--- src/rtl/apb_master_bridge_if.sv ---
`default_nettype none
// ============================================================================
// Module   : apb_master_bridge_if
// Brief    : Command/response port and APB bus bundle for apb_master_bridge.
// Revision : 1.0 - initial release
// ============================================================================
interface apb_master_bridge_if #(
  parameter int ADDR_W = 5,
  parameter int DATA_W = 32
);
  logic                  cmd_valid;
  logic                  cmd_ready;
  logic                  cmd_write;
  logic [ADDR_W-1:0]     cmd_addr;
  logic [DATA_W-1:0]     cmd_wdata;
  logic [DATA_W/8-1:0]   cmd_strobe;
  logic [2:0]            cmd_prot;

  logic                  rsp_valid;
  logic [DATA_W-1:0]     rsp_rdata;
  logic                  rsp_err;
  logic                  rsp_timeout;

  logic                  psel;
  logic                  penable;
  logic                  pwrite;
  logic [ADDR_W-1:0]     paddr;
  logic [DATA_W-1:0]     pwdata;
  logic [DATA_W/8-1:0]   pstrobe;
  logic [2:0]            pprot;
  logic                  pready;
  logic                  pslverr;
  logic [DATA_W-1:0]     prdata;

  // Bridge side: consumes commands, drives the APB request signals.
  modport master (
    input  cmd_valid, cmd_write, cmd_addr, cmd_wdata, cmd_strobe, cmd_prot,
    output cmd_ready,
    output rsp_valid, rsp_rdata, rsp_err, rsp_timeout,
    output psel, penable, pwrite, paddr, pwdata, pstrobe, pprot,
    input  pready, pslverr, prdata
  );

  modport slave (
    output cmd_valid, cmd_write, cmd_addr, cmd_wdata, cmd_strobe, cmd_prot,
    input  cmd_ready,
    input  rsp_valid, rsp_rdata, rsp_err, rsp_timeout,
    input  psel, penable, pwrite, paddr, pwdata, pstrobe, pprot,
    output pready, pslverr, prdata
  );
endinterface
`default_nettype wire

--- src/rtl/apb_master_bridge.sv ---
`default_nettype none
// ============================================================================
// Module   : apb_master_bridge
// Brief    : Single-command APB requester (IDLE/SETUP/ACCESS) with one-cycle
//            response strobe. Define APB_MASTER_TIMEOUT_EN to add the ACCESS
//            wait-state timeout abort.
// Revision : 1.0 - initial release
// ============================================================================
module apb_master_bridge #(
  parameter int ADDR_W         = 5,
  parameter int DATA_W         = 32,
  parameter int TIMEOUT_CYCLES = 16
) (
  input  logic                clk,
  input  logic                reset,
  apb_master_bridge_if.master bus
);
  localparam int STRB_W = DATA_W / 8;

  typedef enum logic [1:0] {
    ST_IDLE   = 2'd0,
    ST_SETUP  = 2'd1,
    ST_ACCESS = 2'd2
  } state_t;

  state_t              state_q;
  logic                psel_q;
  logic                penable_q;
  logic                pwrite_q;
  logic [ADDR_W-1:0]   paddr_q;
  logic [DATA_W-1:0]   pwdata_q;
  logic [STRB_W-1:0]   pstrobe_q;
  logic [2:0]          pprot_q;
  logic                rsp_valid_q;
  logic [DATA_W-1:0]   rsp_rdata_q;
  logic                rsp_err_q;

`ifdef APB_MASTER_TIMEOUT_EN
  localparam int CNT_W = $clog2(TIMEOUT_CYCLES + 1);
  localparam logic [CNT_W-1:0] WAIT_LIMIT = CNT_W'(TIMEOUT_CYCLES);

  logic [CNT_W-1:0]    wait_cnt_q;
  logic                rsp_timeout_q;
`endif

  always_ff @(posedge clk) begin
    if (reset) begin
      state_q     <= ST_IDLE;
      psel_q      <= 1'b0;
      penable_q   <= 1'b0;
      pwrite_q    <= 1'b0;
      paddr_q     <= '0;
      pwdata_q    <= '0;
      pstrobe_q   <= '0;
      pprot_q     <= '0;
      rsp_valid_q <= 1'b0;
      rsp_rdata_q <= '0;
      rsp_err_q   <= 1'b0;
`ifdef APB_MASTER_TIMEOUT_EN
      wait_cnt_q    <= '0;
      rsp_timeout_q <= 1'b0;
`endif
    end else begin
      rsp_valid_q <= 1'b0;
      case (state_q)
        ST_IDLE: begin
          if (bus.cmd_valid) begin
            pwrite_q  <= bus.cmd_write;
            paddr_q   <= bus.cmd_addr;
            pwdata_q  <= bus.cmd_wdata;
            pstrobe_q <= bus.cmd_strobe;
            pprot_q   <= bus.cmd_prot;
            psel_q    <= 1'b1;
            state_q   <= ST_SETUP;
          end
        end
        ST_SETUP: begin
          penable_q <= 1'b1;
          state_q   <= ST_ACCESS;
`ifdef APB_MASTER_TIMEOUT_EN
          wait_cnt_q <= '0;
`endif
        end
        ST_ACCESS: begin
          // pready is checked first so a ready slave wins over the timeout.
          if (bus.pready) begin
            psel_q      <= 1'b0;
            penable_q   <= 1'b0;
            rsp_valid_q <= 1'b1;
            rsp_rdata_q <= pwrite_q ? '0 : bus.prdata;
            rsp_err_q   <= bus.pslverr;
            state_q     <= ST_IDLE;
`ifdef APB_MASTER_TIMEOUT_EN
            rsp_timeout_q <= 1'b0;
          end else if (wait_cnt_q == WAIT_LIMIT) begin
            psel_q        <= 1'b0;
            penable_q     <= 1'b0;
            rsp_valid_q   <= 1'b1;
            rsp_rdata_q   <= '0;
            rsp_err_q     <= 1'b1;
            rsp_timeout_q <= 1'b1;
            state_q       <= ST_IDLE;
          end else begin
            wait_cnt_q <= wait_cnt_q + CNT_W'(1);
`endif
          end
        end
        default: begin
          psel_q    <= 1'b0;
          penable_q <= 1'b0;
          state_q   <= ST_IDLE;
        end
      endcase
    end
  end

  assign bus.cmd_ready = (state_q == ST_IDLE);
  assign bus.psel      = psel_q;
  assign bus.penable   = penable_q;
  assign bus.pwrite    = pwrite_q;
  assign bus.paddr     = paddr_q;
  assign bus.pwdata    = pwdata_q;
  assign bus.pstrobe   = pstrobe_q;
  assign bus.pprot     = pprot_q;
  assign bus.rsp_valid = rsp_valid_q;
  assign bus.rsp_rdata = rsp_rdata_q;
  assign bus.rsp_err   = rsp_err_q;

`ifdef APB_MASTER_TIMEOUT_EN
  assign bus.rsp_timeout = rsp_timeout_q;
`else
  assign bus.rsp_timeout = 1'b0;
`endif

endmodule
`default_nettype wire

--- src/flat_wrapper.sv ---
// flat-port wrapper written by rule: the top's interface ports become plain ports
module apb_master_bridge_flat 
#(
  parameter int ADDR_W         = 5,
  parameter int DATA_W         = 32,
  parameter int TIMEOUT_CYCLES = 16
)
  (clk, reset, bus_cmd_valid, bus_cmd_write, bus_cmd_addr, bus_cmd_wdata, bus_cmd_strobe, bus_cmd_prot, bus_cmd_ready, bus_rsp_valid, bus_rsp_rdata, bus_rsp_err, bus_rsp_timeout, bus_psel, bus_penable, bus_pwrite, bus_paddr, bus_pwdata, bus_pstrobe, bus_pprot, bus_pready, bus_pslverr, bus_prdata);
  apb_master_bridge_if #(.ADDR_W(ADDR_W), .DATA_W(DATA_W)) bus_i ();
  input  logic clk;
  input  logic reset;
  input wire logic [$bits(bus_i.cmd_valid)-1:0] bus_cmd_valid;
  input wire logic [$bits(bus_i.cmd_write)-1:0] bus_cmd_write;
  input wire logic [$bits(bus_i.cmd_addr)-1:0] bus_cmd_addr;
  input wire logic [$bits(bus_i.cmd_wdata)-1:0] bus_cmd_wdata;
  input wire logic [$bits(bus_i.cmd_strobe)-1:0] bus_cmd_strobe;
  input wire logic [$bits(bus_i.cmd_prot)-1:0] bus_cmd_prot;
  output wire logic [$bits(bus_i.cmd_ready)-1:0] bus_cmd_ready;
  output wire logic [$bits(bus_i.rsp_valid)-1:0] bus_rsp_valid;
  output wire logic [$bits(bus_i.rsp_rdata)-1:0] bus_rsp_rdata;
  output wire logic [$bits(bus_i.rsp_err)-1:0] bus_rsp_err;
  output wire logic [$bits(bus_i.rsp_timeout)-1:0] bus_rsp_timeout;
  output wire logic [$bits(bus_i.psel)-1:0] bus_psel;
  output wire logic [$bits(bus_i.penable)-1:0] bus_penable;
  output wire logic [$bits(bus_i.pwrite)-1:0] bus_pwrite;
  output wire logic [$bits(bus_i.paddr)-1:0] bus_paddr;
  output wire logic [$bits(bus_i.pwdata)-1:0] bus_pwdata;
  output wire logic [$bits(bus_i.pstrobe)-1:0] bus_pstrobe;
  output wire logic [$bits(bus_i.pprot)-1:0] bus_pprot;
  input wire logic [$bits(bus_i.pready)-1:0] bus_pready;
  input wire logic [$bits(bus_i.pslverr)-1:0] bus_pslverr;
  input wire logic [$bits(bus_i.prdata)-1:0] bus_prdata;
  assign bus_i.cmd_valid = bus_cmd_valid;
  assign bus_i.cmd_write = bus_cmd_write;
  assign bus_i.cmd_addr = bus_cmd_addr;
  assign bus_i.cmd_wdata = bus_cmd_wdata;
  assign bus_i.cmd_strobe = bus_cmd_strobe;
  assign bus_i.cmd_prot = bus_cmd_prot;
  assign bus_cmd_ready = bus_i.cmd_ready;
  assign bus_rsp_valid = bus_i.rsp_valid;
  assign bus_rsp_rdata = bus_i.rsp_rdata;
  assign bus_rsp_err = bus_i.rsp_err;
  assign bus_rsp_timeout = bus_i.rsp_timeout;
  assign bus_psel = bus_i.psel;
  assign bus_penable = bus_i.penable;
  assign bus_pwrite = bus_i.pwrite;
  assign bus_paddr = bus_i.paddr;
  assign bus_pwdata = bus_i.pwdata;
  assign bus_pstrobe = bus_i.pstrobe;
  assign bus_pprot = bus_i.pprot;
  assign bus_i.pready = bus_pready;
  assign bus_i.pslverr = bus_pslverr;
  assign bus_i.prdata = bus_prdata;
  apb_master_bridge #(.ADDR_W(ADDR_W), .DATA_W(DATA_W), .TIMEOUT_CYCLES(TIMEOUT_CYCLES)) u_core (.clk(clk), .reset(reset), .bus(bus_i));
endmodule
--- config.mk ---
export PLATFORM = sky130hd
export DESIGN_NAME = apb_master_bridge_flat
export DESIGN_NICKNAME = d
export VERILOG_FILES = /design/src/rtl/apb_master_bridge_if.sv /design/src/rtl/apb_master_bridge.sv /design/src/flat_wrapper.sv
export SDC_FILE = /design/constraint.sdc
export NUM_CORES = 1
export LEC_CHECK = 0
export CORE_MARGIN = 2
export CORE_UTILIZATION = 39
export DETAILED_ROUTE_END_ITERATION = 6
export PLACE_DENSITY = 0.8
export SLEW_MARGIN = 15
export SYNTH_ARGS = -nofsm -noshare
export SYNTH_HDL_FRONTEND = slang
export SYNTH_SLANG_ARGS = --single-unit
export TNS_END_PERCENT = 10
--- constraint.sdc ---
create_clock -name clk -period 1.7 [get_ports clk]
set_input_delay 0.34 -clock clk [delete_from_list [all_inputs] [get_ports clk]]
set_output_delay 0.34 -clock clk [all_outputs]
set_load 0.1 [all_outputs]
==> impl_metrics.tcl <==
set metrics [dict create \
    finalSetupViolCount 0 \
    syn-num-nets 448 \
    synth.most_common_cell "nand2_1" \
    start_util 0.401 \
    synth_cells 366 \
    hold_slack_ps 459 \
    post-synth-top-area-cell "dfxtp_1" \
    critical_path_class "flip-flop to output port" \
    hpwlAfterDp_um 6710 \
    async_flop_share 0 \
    postCtsSetupBuffers 0 \
    worst_setup_path_end_kind "output port" \
    fin_area_um2 5820 \
    cap_violations 0 \
    leakage_nw 2.18 \
    cts_buffer_depth 2 \
    preCtsSetupSlack_ps -120 \
    yosys_most_used_dff "dfxtp_1" \
    seq_area_frac_synth 0.536 \
    ios 165 \
    utilization 0.753 \
    p_per_area_nw_per_um2 900 \
    peakVddDrop_uv 632 \
    grt_pass1_vias 3189 \
    placementRows 32 \
    die_x_um 93.1 \
    grt_use_total 0.215 \
    clkLatencyLatePin_ps 340 \
    grt_overflow 0 \
    hp-class "input port to flip-flop" \
    cts.clk_slew.worst_paths_ps 70 \
    synth.distinct_cells 18 \
    grt_pass1_wl_um 15000 \
    yosysWarnings 0 \
    period_share 0.903 \
    finalPower_mw 5.24 \
    start_kind "flip-flop" \
    hold_viol 0 \
    fin_crit_ps 1540 \
    grt_max_degree 51 \
    cp_data_required_time_ps 1360 \
    status "finished, final reports clean" \
    via_per_inst 4.85 \
    synth-seq-cells 83 \
    fmax_mhz 651 \
    drv_slew 0 \
    drcViolationCount 0 \
    core_area_um2 7730 \
    antenna_left 0 \
    synth_commonest_cells "nand2_1, dfxtp_1, a21oi_1, nand3b_1, clkbuf_1" \
    synth_edf_count 0 \
    nets 602 \
    antennaDiodeCount 0 \
    post-synth-top-area-fraction 0.536 \
    vias 3040 \
    die-area_um2 8680 \
    port_buffers 163 \
    routed_wl_um 9040 \
    fin_skew_ps 13.6 \
    place_area_um2 5590 \
    crit_fanout 6 \
    holdBufCountCts 0 \
    worst_slack_ps 164 \
    clock-sinks 83 \
    wl_per_cell_um 14.4 \
    stdcell_count 627 \
    gp_congestion 0.761 \
    firstDrtPassIters 4 \
    htree_levels 3 \
    avgSynthCellArea_um2 8.47 \
    placed_cells 611 \
    tritoncts "done" \
    antenna_found_initial 0 \
    cts_buffers 9 \
    synth_area_um2 3100 \
    die_height_um 93.1 \
    drt_first_iter_violations 108 \
    crit_arrival_ps 1200 \
    finalSetupTns_ps 0 \
    rsz0062_at_grt "false" \
    syn_to_final_growth_pct 87.8 \
    drive_above_1_share 0.211 \
    cts_root_buffer "clkbuf_8" \
    synth_area_leaders "dfxtp_1, nand2_1, a21oi_1" \
    cts.repair.resized 0 \
]
flip-flops by register name (all words and copies together), names as in the netlist:
name / cells
u_core.bus.paddr: 5
u_core.bus.penable: 1
u_core.bus.pprot: 3
u_core.bus.psel: 1
u_core.bus.pstrobe: 4
u_core.bus.pwdata: 32
u_core.bus.pwrite: 1
u_core.bus.rsp_err: 1
u_core.bus.rsp_rdata: 32
u_core.bus.rsp_valid: 1
u_core.state_q: 2
cells by family after synthesis:
| family | Yosys count | share of synthesized area |
|---|---|---|
| DFF | 83 | 0.536 |
| and+or+nand+nor | 170 | 0.256 |
| muxes | 1 | 0.00323 |
| AOI/OAI and AO/OA | 80 | 0.130 |
| buffers and inverters | 31 | 0.0735 |
| other | 1 | 0.00121 |
cell usage in the layout, fill, tap and decap left out, types with 2 or more instances in the layout:
cell             count
buf_12              87
a21oi_1             79
nor2b_1              2
nand3b_1            33
bufinv_16            2
clkdlybuf4s50_1     80
dfxtp_1             83
nand2_1            125
buf_4                6
nor2_1               5
clkbuf_8            11
cell type report:
cell class / count / area, µm²
Clock buffer: 12 / 155
Multi-Input combinational cell: 252 / 1210
Sequential cell: 83 / 1660
Fill cell: 506 / 1910
Tap cell: 102 / 128
Clock inverter: 4 / 72.6
Timing Repair Buffer: 174 / 2590
worst max-delay path, stage by stage (launching register included):
cell and delay [ps]:
dfxtp_1 360, buf_4 170, nor2_2 150, buf_12 190
where the power goes:
part	switching [mW]	total, mW	internal, mW
Clock	0.674	1.58	0.907
Sequential	0.0988	2.13	2.03
Combinational	0.917	1.52	0.608
Total	1.69	5.24	3.55
per-layer routing:
metal / track usage / vias up / share of wire
met5: 0 / - / 0
met3: 0.0661 / 15 / 0.079
met4: 0.0723 / 0 / 0.019
li1: - / 1499 / -
met2: 0.381 / 122 / 0.51
met1: 0.245 / 1404 / 0.39
path summary, 6_finish.rpt:
path                            slack [ps]                    start  cells past startpoint                      end
worst min register to register         490  u_core.bus.rsp_rdata[3]                      2  u_core.bus.rsp_rdata[3]
worst max-delay path                   160        u_core.state_q[1]                      3            bus_cmd_ready
worst max register to register         320        u_core.state_q[0]                      4      u_core.bus.pprot[2]
worst min-delay path                   460                    reset                      3          u_core.bus.psel
No activity file was read; power rests on OpenSTA's default activity.
